**src/rtl/multicycle_control.sv**
```systemverilog
// Multicycle RV32I control unit: FETCH -> DECODE -> EXECUTE -> WRITEBACK, with a
// sticky TRAP on undecodable instructions and a retired-instruction counter.
module multicycle_control #(
  parameter logic [31:0] RETIRED_INIT = 32'h0
) (
  input  logic        clk,
  input  logic        reset,
  input  logic        imem_ready,
  input  logic [31:0] instruction,
  output logic        imem_req,
  output logic        ir_write,
  output logic        pc_write,
  output logic        reg_write,
  output logic [4:0]  rs1,
  output logic [4:0]  rs2,
  output logic [4:0]  rd,
  output logic [2:0]  alu_op,
  output logic        use_imm,
  output logic        illegal,
  output logic [2:0]  state,
  output logic [31:0] retired_count
);

  typedef enum logic [2:0] {
    S_FETCH     = 3'd0,
    S_DECODE    = 3'd1,
    S_EXECUTE   = 3'd2,
    S_WRITEBACK = 3'd3,
    S_TRAP      = 3'd4
  } state_e;

  localparam logic [6:0] OPC_R = 7'b0110011;
  localparam logic [6:0] OPC_I = 7'b0010011;

  localparam logic [2:0] OP_ADD = 3'd0;
  localparam logic [2:0] OP_SUB = 3'd1;
  localparam logic [2:0] OP_AND = 3'd2;
  localparam logic [2:0] OP_OR  = 3'd3;
  localparam logic [2:0] OP_XOR = 3'd4;
  localparam logic [2:0] OP_SLL = 3'd5;
  localparam logic [2:0] OP_SRL = 3'd6;
  localparam logic [2:0] OP_SLT = 3'd7;

  state_e      state_q, state_d;
  logic [31:0] ir_q, ir_d;
  logic [4:0]  rs1_q, rs1_d, rs2_q, rs2_d, rd_q, rd_d;
  logic [2:0]  alu_op_q, alu_op_d;
  logic        use_imm_q, use_imm_d;
  logic        illegal_q, illegal_d;
  logic [31:0] retired_q, retired_d;

  logic [6:0]  opcode, funct7;
  logic [2:0]  funct3;
  logic        dec_legal;
  logic [2:0]  dec_op;
  logic        dec_imm;

  assign opcode = ir_q[6:0];
  assign funct3 = ir_q[14:12];
  assign funct7 = ir_q[31:25];

  // Shared funct3 -> ALU operation map for both R-type (funct7=0) and I-type.
  function automatic logic [2:0] f3_op(input logic [2:0] f3);
    case (f3)
      3'b000:  f3_op = OP_ADD;
      3'b001:  f3_op = OP_SLL;
      3'b010:  f3_op = OP_SLT;
      3'b100:  f3_op = OP_XOR;
      3'b101:  f3_op = OP_SRL;
      3'b110:  f3_op = OP_OR;
      3'b111:  f3_op = OP_AND;
      default: f3_op = OP_ADD;
    endcase
  endfunction

  always_comb begin
    dec_legal = 1'b0;
    dec_op    = OP_ADD;
    dec_imm   = 1'b0;
    case (opcode)
      OPC_R: begin
        if (funct7 == 7'b0000000) begin
          dec_legal = (funct3 != 3'b011);
          dec_op    = f3_op(funct3);
        end else if (funct7 == 7'b0100000 && funct3 == 3'b000) begin
          dec_legal = 1'b1;
          dec_op    = OP_SUB;
        end
      end
      OPC_I: begin
        dec_imm = 1'b1;
        dec_op  = f3_op(funct3);
        case (funct3)
          3'b011:         dec_legal = 1'b0;
          3'b001, 3'b101: dec_legal = (funct7 == 7'b0000000);
          default:        dec_legal = 1'b1;
        endcase
      end
      default: dec_legal = 1'b0;
    endcase
  end

  always_comb begin
    state_d   = state_q;
    ir_d      = ir_q;
    rs1_d     = rs1_q;
    rs2_d     = rs2_q;
    rd_d      = rd_q;
    alu_op_d  = alu_op_q;
    use_imm_d = use_imm_q;
    illegal_d = illegal_q;
    retired_d = retired_q;
    imem_req  = 1'b0;
    ir_write  = 1'b0;
    pc_write  = 1'b0;
    case (state_q)
      S_FETCH: begin
        imem_req = 1'b1;
        if (imem_ready) begin
          ir_write = 1'b1;
          ir_d     = instruction;
          state_d  = S_DECODE;
        end
      end
      S_DECODE: begin
        if (dec_legal) begin
          rs1_d     = ir_q[19:15];
          rs2_d     = ir_q[24:20];
          rd_d      = ir_q[11:7];
          alu_op_d  = dec_op;
          use_imm_d = dec_imm;
          state_d   = S_EXECUTE;
        end else begin
          illegal_d = 1'b1;
          state_d   = S_TRAP;
        end
      end
      S_EXECUTE: state_d = S_WRITEBACK;
      S_WRITEBACK: begin
        pc_write  = 1'b1;
        retired_d = retired_q + 32'd1;
        state_d   = S_FETCH;
      end
      S_TRAP:  state_d = S_TRAP;
      default: state_d = S_FETCH;
    endcase
    // Strobes are silenced during reset so nothing leaks out of a reset cycle.
    if (reset) begin
      imem_req = 1'b0;
      ir_write = 1'b0;
      pc_write = 1'b0;
    end
  end

  always_ff @(posedge clk) begin
    if (reset) begin
      state_q   <= S_FETCH;
      ir_q      <= '0;
      rs1_q     <= '0;
      rs2_q     <= '0;
      rd_q      <= '0;
      alu_op_q  <= '0;
      use_imm_q <= 1'b0;
      illegal_q <= 1'b0;
      retired_q <= RETIRED_INIT;
    end else begin
      state_q   <= state_d;
      ir_q      <= ir_d;
      rs1_q     <= rs1_d;
      rs2_q     <= rs2_d;
      rd_q      <= rd_d;
      alu_op_q  <= alu_op_d;
      use_imm_q <= use_imm_d;
      illegal_q <= illegal_d;
      retired_q <= retired_d;
    end
  end

  assign reg_write     = pc_write && (rd_q != 5'd0);
  assign rs1           = rs1_q;
  assign rs2           = rs2_q;
  assign rd            = rd_q;
  assign alu_op        = alu_op_q;
  assign use_imm       = use_imm_q;
  assign illegal       = illegal_q;
  assign state         = state_q;
  assign retired_count = retired_q;

endmodule
```
**config.mk**
```make
export PLATFORM = sky130hd
export DESIGN_NAME = multicycle_control
export DESIGN_NICKNAME = d
export VERILOG_FILES = /design/src/rtl/multicycle_control.sv
export SDC_FILE = /design/constraint.sdc
export NUM_CORES = 1
export LEC_CHECK = 0
export CORE_AREA = 2 2 113 115
export CTS_CLUSTER_DIAMETER = 30
export DETAILED_ROUTE_END_ITERATION = 10
export DIE_AREA = 0 0 115 117
export DONT_BUFFER_PORTS = 1
export PLACE_DENSITY_LB_ADDON = 0.2
export SYNTH_ARGS = -nofsm -noshare
export SYNTH_HDL_FRONTEND = slang
export SYNTH_SLANG_ARGS = --single-unit
```
**constraint.sdc**
```tcl
create_clock -name clk -period 2.2 [get_ports clk]
set_input_delay 0.66 -clock clk [delete_from_list [all_inputs] [get_ports clk]]
set_output_delay 0.66 -clock clk [all_outputs]
set_load 0.005 [all_outputs]
```
# After elaboration in Yosys (flattened, before gate mapping)

Index checks and enable logic that the tools add are counted.

Add/sub/neg operators: 1
Equal/unequal tests: 16
Mux-type cells: 19
Bitwise operators: 1
Reductions and logical operators: 10

Operators with widths:

| operator                                              | count |
|---|---|
| adder 32 x 1 -> 32 bit, second input constant         | 1 |
| case mux 3 bit (6 select lines)                       | 1 |
| equality test 3 bit, second input constant            | 5 |
| equality test 7 x 6 -> 1 bit, second input constant   | 2 |
| equality test 3 x 2 -> 1 bit, second input constant   | 4 |
| case mux 3 bit (4 select lines)                       | 1 |
| two-way mux 1 bit                                     | 11 |
| two-way mux 3 bit                                     | 3 |
| equality test 7 x 5 -> 1 bit, second input constant   | 1 |
| zero test 7 bit                                       | 1 |
| equality test 3 x 1 -> 1 bit, second input constant   | 2 |
| zero test 3 bit                                       | 2 |
| case mux 3 bit (2 select lines)                       | 1 |
| AND reduction 2 bit                                   | 3 |
| nonzero test 5 bit                                    | 1 |
| case mux 1 bit (2 select lines)                       | 2 |
| inequality test 3 x 2 -> 1 bit, second input constant | 1 |
| logical AND 1 bit                                     | 2 |
| inequality test 2 bit, second input constant          | 1 |
| OR reduction 2 bit                                    | 1 |
| NOT 1 bit                                             | 1 |

Bits in registers: 87
Input port bits: 35
Output and inout bits: 59
Word-level logic and storage cells: 56

# Longest topological paths before layout

Gate-level depths: netlist (run 1).

Depth after elaboration: 7
Mapped depth: 8
Gate-level depth less buffers: 6

# Worst setup path after synthesis (run 1)

Ideal clock, no wire load.

Kind: input-to-output
From: input port reset
To: output port reg_write
Arrival: 1.426 ns
Required time: 1.540 ns
Path slack: 0.114 ns
Stages on the path: 4
Path buffers: 2
Path through: clkbuf_1 buf_1 nor2_1 o21a_1

Word-level cells in the longest chain between the ends: 2

Ends and longest elaborated chain:

| element            | line | RTL |
|---|---|---|
| start, declared    | 7    | `input logic reset,` |
| two-way mux 1 bit  | 148  | `if (reset) begin` |
| named net pc_write | 12   | `output logic pc_write,` |
| logical AND 1 bit  | 179  | `assign reg_write = pc_write && (rd_q != 5'd0);` |
| end, declared      | 13   | `output logic reg_write,` |

The timed path passes the listed nets, and every way through them passes these cells.

# Final worst setup path (run 1)

From: register rd_q[1], in the netlist rd[1]
To: output port reg_write

Word-level cells in the longest chain between the ends: 2

Ends and longest elaborated chain:

| element                | line | RTL |
|---|---|---|
| start, declared        | 46   | `logic [4:0] rs1_q, rs1_d, rs2_q, rs2_d, rd_q, rd_d;` |
| start signal, assigned | 171  | `rd_q <= rd_d;` |
| nonzero test 5 bit     | 179  |  |
| logical AND 1 bit      | 179  |  |

No other way between the ends.

==> flow_metrics.env, run 1 <==
export IMPL_critical_path_class="flip-flop to output port"
export IMPL_synth_common_cells="dfxtp_1, nand2_1, a21oi_1, nor2_1, o21ai_0"
export IMPL_cap_violations=0
export IMPL_std_cell_rows=41
export IMPL_ys_top_cells_by_area="dfxtp_1, nand2_1, a21oi_1, xor2_1, nor2_1"
export IMPL_fin_cells=593
export IMPL_grt_antenna_before_repair=0
export IMPL_cts_tree="yes"
export IMPL_synth_cell_type_count=43
export IMPL_fin_util_pct=33.1
export IMPL_finalPower_mw=3.28
export IMPL_hold_path_class="input pin to flip-flop"
export IMPL_finalCritPeriodShare_pct=94.0
export IMPL_maxSlewHeadroom_pct=60.1
export IMPL_register_area_sq_um=1740
export IMPL_core_sq_um=12300
export IMPL_syn_area_sq_um=3620
export IMPL_worstPathRequired_ns=1.54
export IMPL_initial_core_util_pct=29.4
export IMPL_diodes=0
export IMPL_hp_start="reset"
export IMPL_firstDrtPassIters=4
export IMPL_place_inst=578
export IMPL_pwr_density_cell_nw_per_um2=804
export IMPL_grt_max_degree=92
export IMPL_grt_pass1_wl_um=14900
export IMPL_leakagePower_nw=1.44
export IMPL_cts_sinks=87
export IMPL_skew_ns=0.00753
export IMPL_min_period_ns=2.07
export IMPL_area_growth_pct=12.7
export IMPL_path_max_fanout=3
export IMPL_synth_ff_type="dfxtp_1"
export IMPL_grt_usage_pct=14.4
export IMPL_htree_levels=3
export IMPL_fill_cells=1334
export IMPL_io_buffers=0
export IMPL_slowest_stage="or4_1"
export IMPL_whs_ns=0.381
export IMPL_crit_path_end_kind="output port"
export IMPL_io_pin_count=94
export IMPL_avgSynthCellArea_sq_um=8.15
export IMPL_ir_drop_mv=0.294
export IMPL_num_vias=2962
export IMPL_rsz0062_at_grt="no"
export IMPL_cts_root_buf="clkbuf_16"
export IMPL_die_area_sq_um=13500
export IMPL_min_to="ir_q[16]"
export IMPL_wire_per_inst_um=15.4
export IMPL_fmax_ghz=0.484
export IMPL_async_reset_ff_share_pct=0
export IMPL_timing_rr_start="ir_q[31]"
export IMPL_start_kind="flip-flop"
export IMPL_clockBufferDepth=2
export IMPL_slowest_delay_ns=0.53
export IMPL_worst_pin_slew_ns=0.598
export IMPL_status="finished clean"
export IMPL_gp_congestion=0.723
export IMPL_fp_dieH_um=117
export IMPL_hold_violations=0
export IMPL_tns_ns=0
export IMPL_worstHoldPathCells=1
export IMPL_timing_rr_end="alu_op[1]"
export IMPL_drv_slew=0
export IMPL_synth_cells=444
export IMPL_r2r_setup_slack_ns=0.30
export IMPL_synth_top_cell_by_area="dfxtp_1"
export IMPL_ant_nets=0
export IMPL_avgViaCountPerCell=4.99
export IMPL_path_delay_family="simple AND/OR/NAND/NOR gates"
export IMPL_critPathArrivalTime_ns=1.41
export IMPL_cts_clk_slew_worst_paths_ns=0.06
export IMPL_multi_input_area_sq_um=1770
export IMPL_grt_remaining_overflow=0
export IMPL_postCtsSetupBuffers=0
export IMPL_synth_most_common_cell="dfxtp_1"
export IMPL_synth_seq_cells=87
export IMPL_synth_top_area_share_pct=48.1
export IMPL_die_w_um=115
export IMPL_synth_nets=480
export IMPL_cts_buffers=9
export IMPL_grt_pass1_vias=2871
export IMPL_yosysWarnings=0
export IMPL_clkLatencyLatePin_ns=0.34
export IMPL_post_route_cells_drive_above_1_share_pct=8.35
export IMPL_synth_edff_count=0
export IMPL_r2r_cells=5
export IMPL_drcViolationCount=0
export IMPL_drt_iter0_drc=146
export IMPL_dpl_hpwl_um=6450
export IMPL_crit_chain="or4_1 > o21a_1"
export IMPL_setup_viol=0
export IMPL_path_buf_inv=0
export IMPL_crit_start="rd[1]"
export IMPL_drt_wl_total_um=9150
export IMPL_seq_area_frac_synth_pct=48.1
export IMPL_fin_nets=475
[per-stage QoR]
stage / setup WS (ns) / area (sq um)
global route: 0.0454 / 4080
floorplan: 0.114 / 3620
CTS: 0.00730 / 4080
global placement: 0.273 / 3790
finish: 0.132 / 4080
detailed placement: 0.269 / 3790
[worst max path at each step]
stage / end / slack [ns] / depth (start not counted)
after global routing: reg_write / 0.05 / 4
after detailed placement: alu_op[1] / 0.27 / 5
after CTS: reg_write / 0.007 / 4
after floorplan: reg_write / 0.11 / 4
final: reg_write / 0.13 / 2
after global placement: alu_op[1] / 0.27 / 5
[registers in the layout, summed over array words and instances (netlist names)]
name / flops
alu_op: 3
illegal: 1
ir_q: 32
rd: 5
retired_count: 32
rs1: 5
rs2: 5
state: 3
use_imm: 1
[where the power goes]
part	internal (mW)	leakage [nW]	switching (mW)	total (mW)
logic	0.0650	0.589	0.110	0.175
registers	1.62	0.706	0.0346	1.65
clock network	0.847	0.140	0.604	1.45
[metal layers]
| metal | up-vias | global-route usage, % | part of all wire, % | wire length [um] |
|---|---|---|---|---|
| li1 | 1511 | - | - | - |
| met1 | 1363 | 17.2 | 43 | 3940 |
| met2 | 75 | 22.7 | 46 | 4220 |
| met3 | 13 | 6.33 | 8.6 | 787 |
| met4 | 0 | 6.27 | 2.2 | 204 |
| met5 | - | 0 | 0 | 0 |
[layout make-up]
cell class              count  share of cell area (%)
repair buffers             11                    2.02
flip-flops and latches     87                    42.7
clock inverters             3                   0.429
inverters                   4                   0.368
well taps                 150                    4.60
clock buffers              12                    6.53
multi-input cells         326                    43.3
[cell usage in the layout (no fill, tap or decap), types with 3 or more instances in the layout]
cell type	n
xnor2_1	6
nor2_1	37
or3_1	4
xor2_1	22
dfxtp_1	86
buf_4	11
inv_1	4
nor3_1	4
o21ai_0	27
nand4_1	11
clkbuf_16	9
nand3_1	26
nand2b_1	3
and3_1	6
a21oi_1	57
and4_1	4
clkbuf_8	3
nor2b_1	4
nor4_1	3
nand2_1	86
[logic make-up after synthesis]
family                   share of synthesized area (%)
AND/OR/NAND/NOR                                   27.5
AO/OA/AOI/OAI                                     13.4
flip-flops                                        48.1
buffers and inverters                             3.28
XOR/XNOR                                          6.78
multiplexers                                     0.588
adder cells (fa/ha/maj)                          0.346
[repair_timing]
item,in CTS,in global routing
gates resized for setup,0,1
hold buffers,0,0
endpoints found under the setup margin,0,1
Power figures use the tool's default switching activity.
==> run 2, diff against run 1 <==
CORE_AREA = 2 2 93 95   (was 2 2 113 115)
CTS_BUF_LIST = sky130_fd_sc_hd__clkbuf_16   (was not set)
DIE_AREA = 0 0 95 97   (was 0 0 115 117)
PLACE_DENSITY = 0.57   (was not set)
PLACE_DENSITY_LB_ADDON = not set   (was 0.2)
==> run 2 against run 1 <==
Compared with the run above:
- wire length decreased by 8.8%
- sequential power hardly changed
- clock skew is 0.0013 ns lower
- critical path type unchanged
- critical endpoint unchanged
- largest power group unchanged
- highest routed layer unchanged
==> flow_metrics.env, run 2 (synthesis results as in run 1) <==
export IMPL_ir_drop_mv=0.381
export IMPL_cts_sinks=87
export IMPL_grt_remaining_overflow=0
export IMPL_fp_dieH_um=97
export IMPL_grt_pass1_wl_um=13400
export IMPL_tns_ns=0
export IMPL_hold_path_class="input pin to flip-flop"
export IMPL_avgViaCountPerCell=5.38
export IMPL_grt_pass1_vias=2719
export IMPL_dpl_hpwl_um=5590
export IMPL_clkLatencyLatePin_ns=0.33
export IMPL_drt_wl_total_um=8350
export IMPL_grt_antenna_before_repair=0
export IMPL_rsz0062_at_grt="no"
export IMPL_ant_nets=0
export IMPL_grt_usage_pct=18.2
export IMPL_maxSlewHeadroom_pct=59.1
export IMPL_grt_max_degree=92
export IMPL_leakagePower_nw=1.41
export IMPL_worstPathRequired_ns=1.54
export IMPL_wire_per_inst_um=15.3
export IMPL_fmax_ghz=0.487
export IMPL_postCtsSetupBuffers=0
export IMPL_io_buffers=0
export IMPL_drt_iter0_drc=129
export IMPL_fin_nets=473
export IMPL_die_w_um=95
export IMPL_gp_congestion=0.722
export IMPL_cap_violations=0
export IMPL_status="finished clean"
export IMPL_num_vias=2933
export IMPL_cts_clk_slew_worst_paths_ns=0.06
export IMPL_core_sq_um=8130
export IMPL_setup_viol=0
export IMPL_drv_slew=0
export IMPL_htree_levels=3
export IMPL_ctsHoldBuffers=0
export IMPL_post_route_cells_drive_above_1_share_pct=7.50
export IMPL_std_cell_rows=33
export IMPL_cts_root_buf="clkbuf_16"
export IMPL_hold_violations=0
export IMPL_die_area_sq_um=9220
export IMPL_firstDrtPassIters=5
export IMPL_cts_resized=0
export IMPL_critPathArrivalTime_ns=1.39
export IMPL_clockBufferDepth=2
export IMPL_layout_common_cells="dfxtp_1, nand2_1, a21oi_1"
export IMPL_drcViolationCount=0
export IMPL_cts_tree="yes"
export IMPL_io_pin_count=94
export IMPL_mostFrequentLayoutCell="dfxtp_1"
export IMPL_min_period_ns=2.05
export IMPL_diodes=0
export IMPL_worst_pin_slew_ns=0.614
export IMPL_pwr_density_cell_nw_per_um2=794
export IMPL_crit_path_end_kind="output port"
export IMPL_cts_buffers=9
export IMPL_place_area_sq_um=3720
export IMPL_initial_core_util_pct=44.5
export IMPL_skew_ns=0.00626
export IMPL_critical_path_class="flip-flop to output port"
export IMPL_area_growth_pct=9.85
export IMPL_stdcell_area_sq_um=3980
export IMPL_start_kind="flip-flop"
export IMPL_finalCritPeriodShare_pct=93.3
export IMPL_path_max_fanout=3
==> run 2: cell types whose count changed in the layout (fill, tap and decap cells not counted) <==
cell | before | now
dfxtp_1 | 86 | 87
clkinv_2 | 2 | 4
clkbuf_8 | 3 | 0
buf_4 | 11 | 9
dfxtp_2 | 1 | 0
==> run 2: worst max-delay path, cell delays in order (launching register included) <==
cell and delay (ns):
dfxtp_1 0.34, or4_1 0.54, o21a_1 0.20
==> run 2: power by group <==
part | switching [mW] | leakage (nW) | internal, mW
clock network | 0.583 | 0.127 | 0.744
registers | 0.0358 | 0.706 | 1.62
logic | 0.109 | 0.579 | 0.0660
==> run 2: stage by stage <==
step	setup slack (ns)	instances	hold slack (ns)	power, mW	utilization [%]
floorplan	0.114	444	0.432	1.84	-
global placement	0.285	531	0.438	1.86	45.8
detailed placement	0.243	531	0.441	1.87	45.8
CTS	0.128	545	0.389	3.20	48.9
global route	0.0336	545	0.385	3.30	48.9
finish	0.148	545	0.403	3.16	48.9
==> run 2: path summary, 6_finish.rpt <==
| kind | from | to | slack (ns) | depth (start not counted) |
|---|---|---|---|---|
| worst max-delay path | rd[1] | reg_write | 0.15 | 2 |
| worst min-delay path | reset | retired_count[19] | 0.40 | 1 |
| worst max register to register | retired_count[17] | retired_count[31] | 0.22 | 5 |
| worst min register to register | ir_q[16] | ir_q[16] | 0.45 | 2 |
==> run 2: layout make-up <==
class / count / area, sq um
Clock inverter: 5 / 27.5
Tap cell: 105 / 131
Timing Repair Buffer: 9 / 67.6
Clock buffer: 9 / 225
Inverter: 4 / 15.0
Multi-Input combinational cell: 326 / 1770
Fill cell: 803 / 4160
Sequential cell: 87 / 1740
==> run 2: per-layer routing <==
metal / vias up / global-route usage, % / wire [um]
li1: 1505 / - / -
met1: 1356 / 22.3 / 3630
met2: 66 / 29.0 / 4010
met3: 6 / 6.23 / 630
met4: 0 / 7.47 / 77
met5: - / 0 / 0
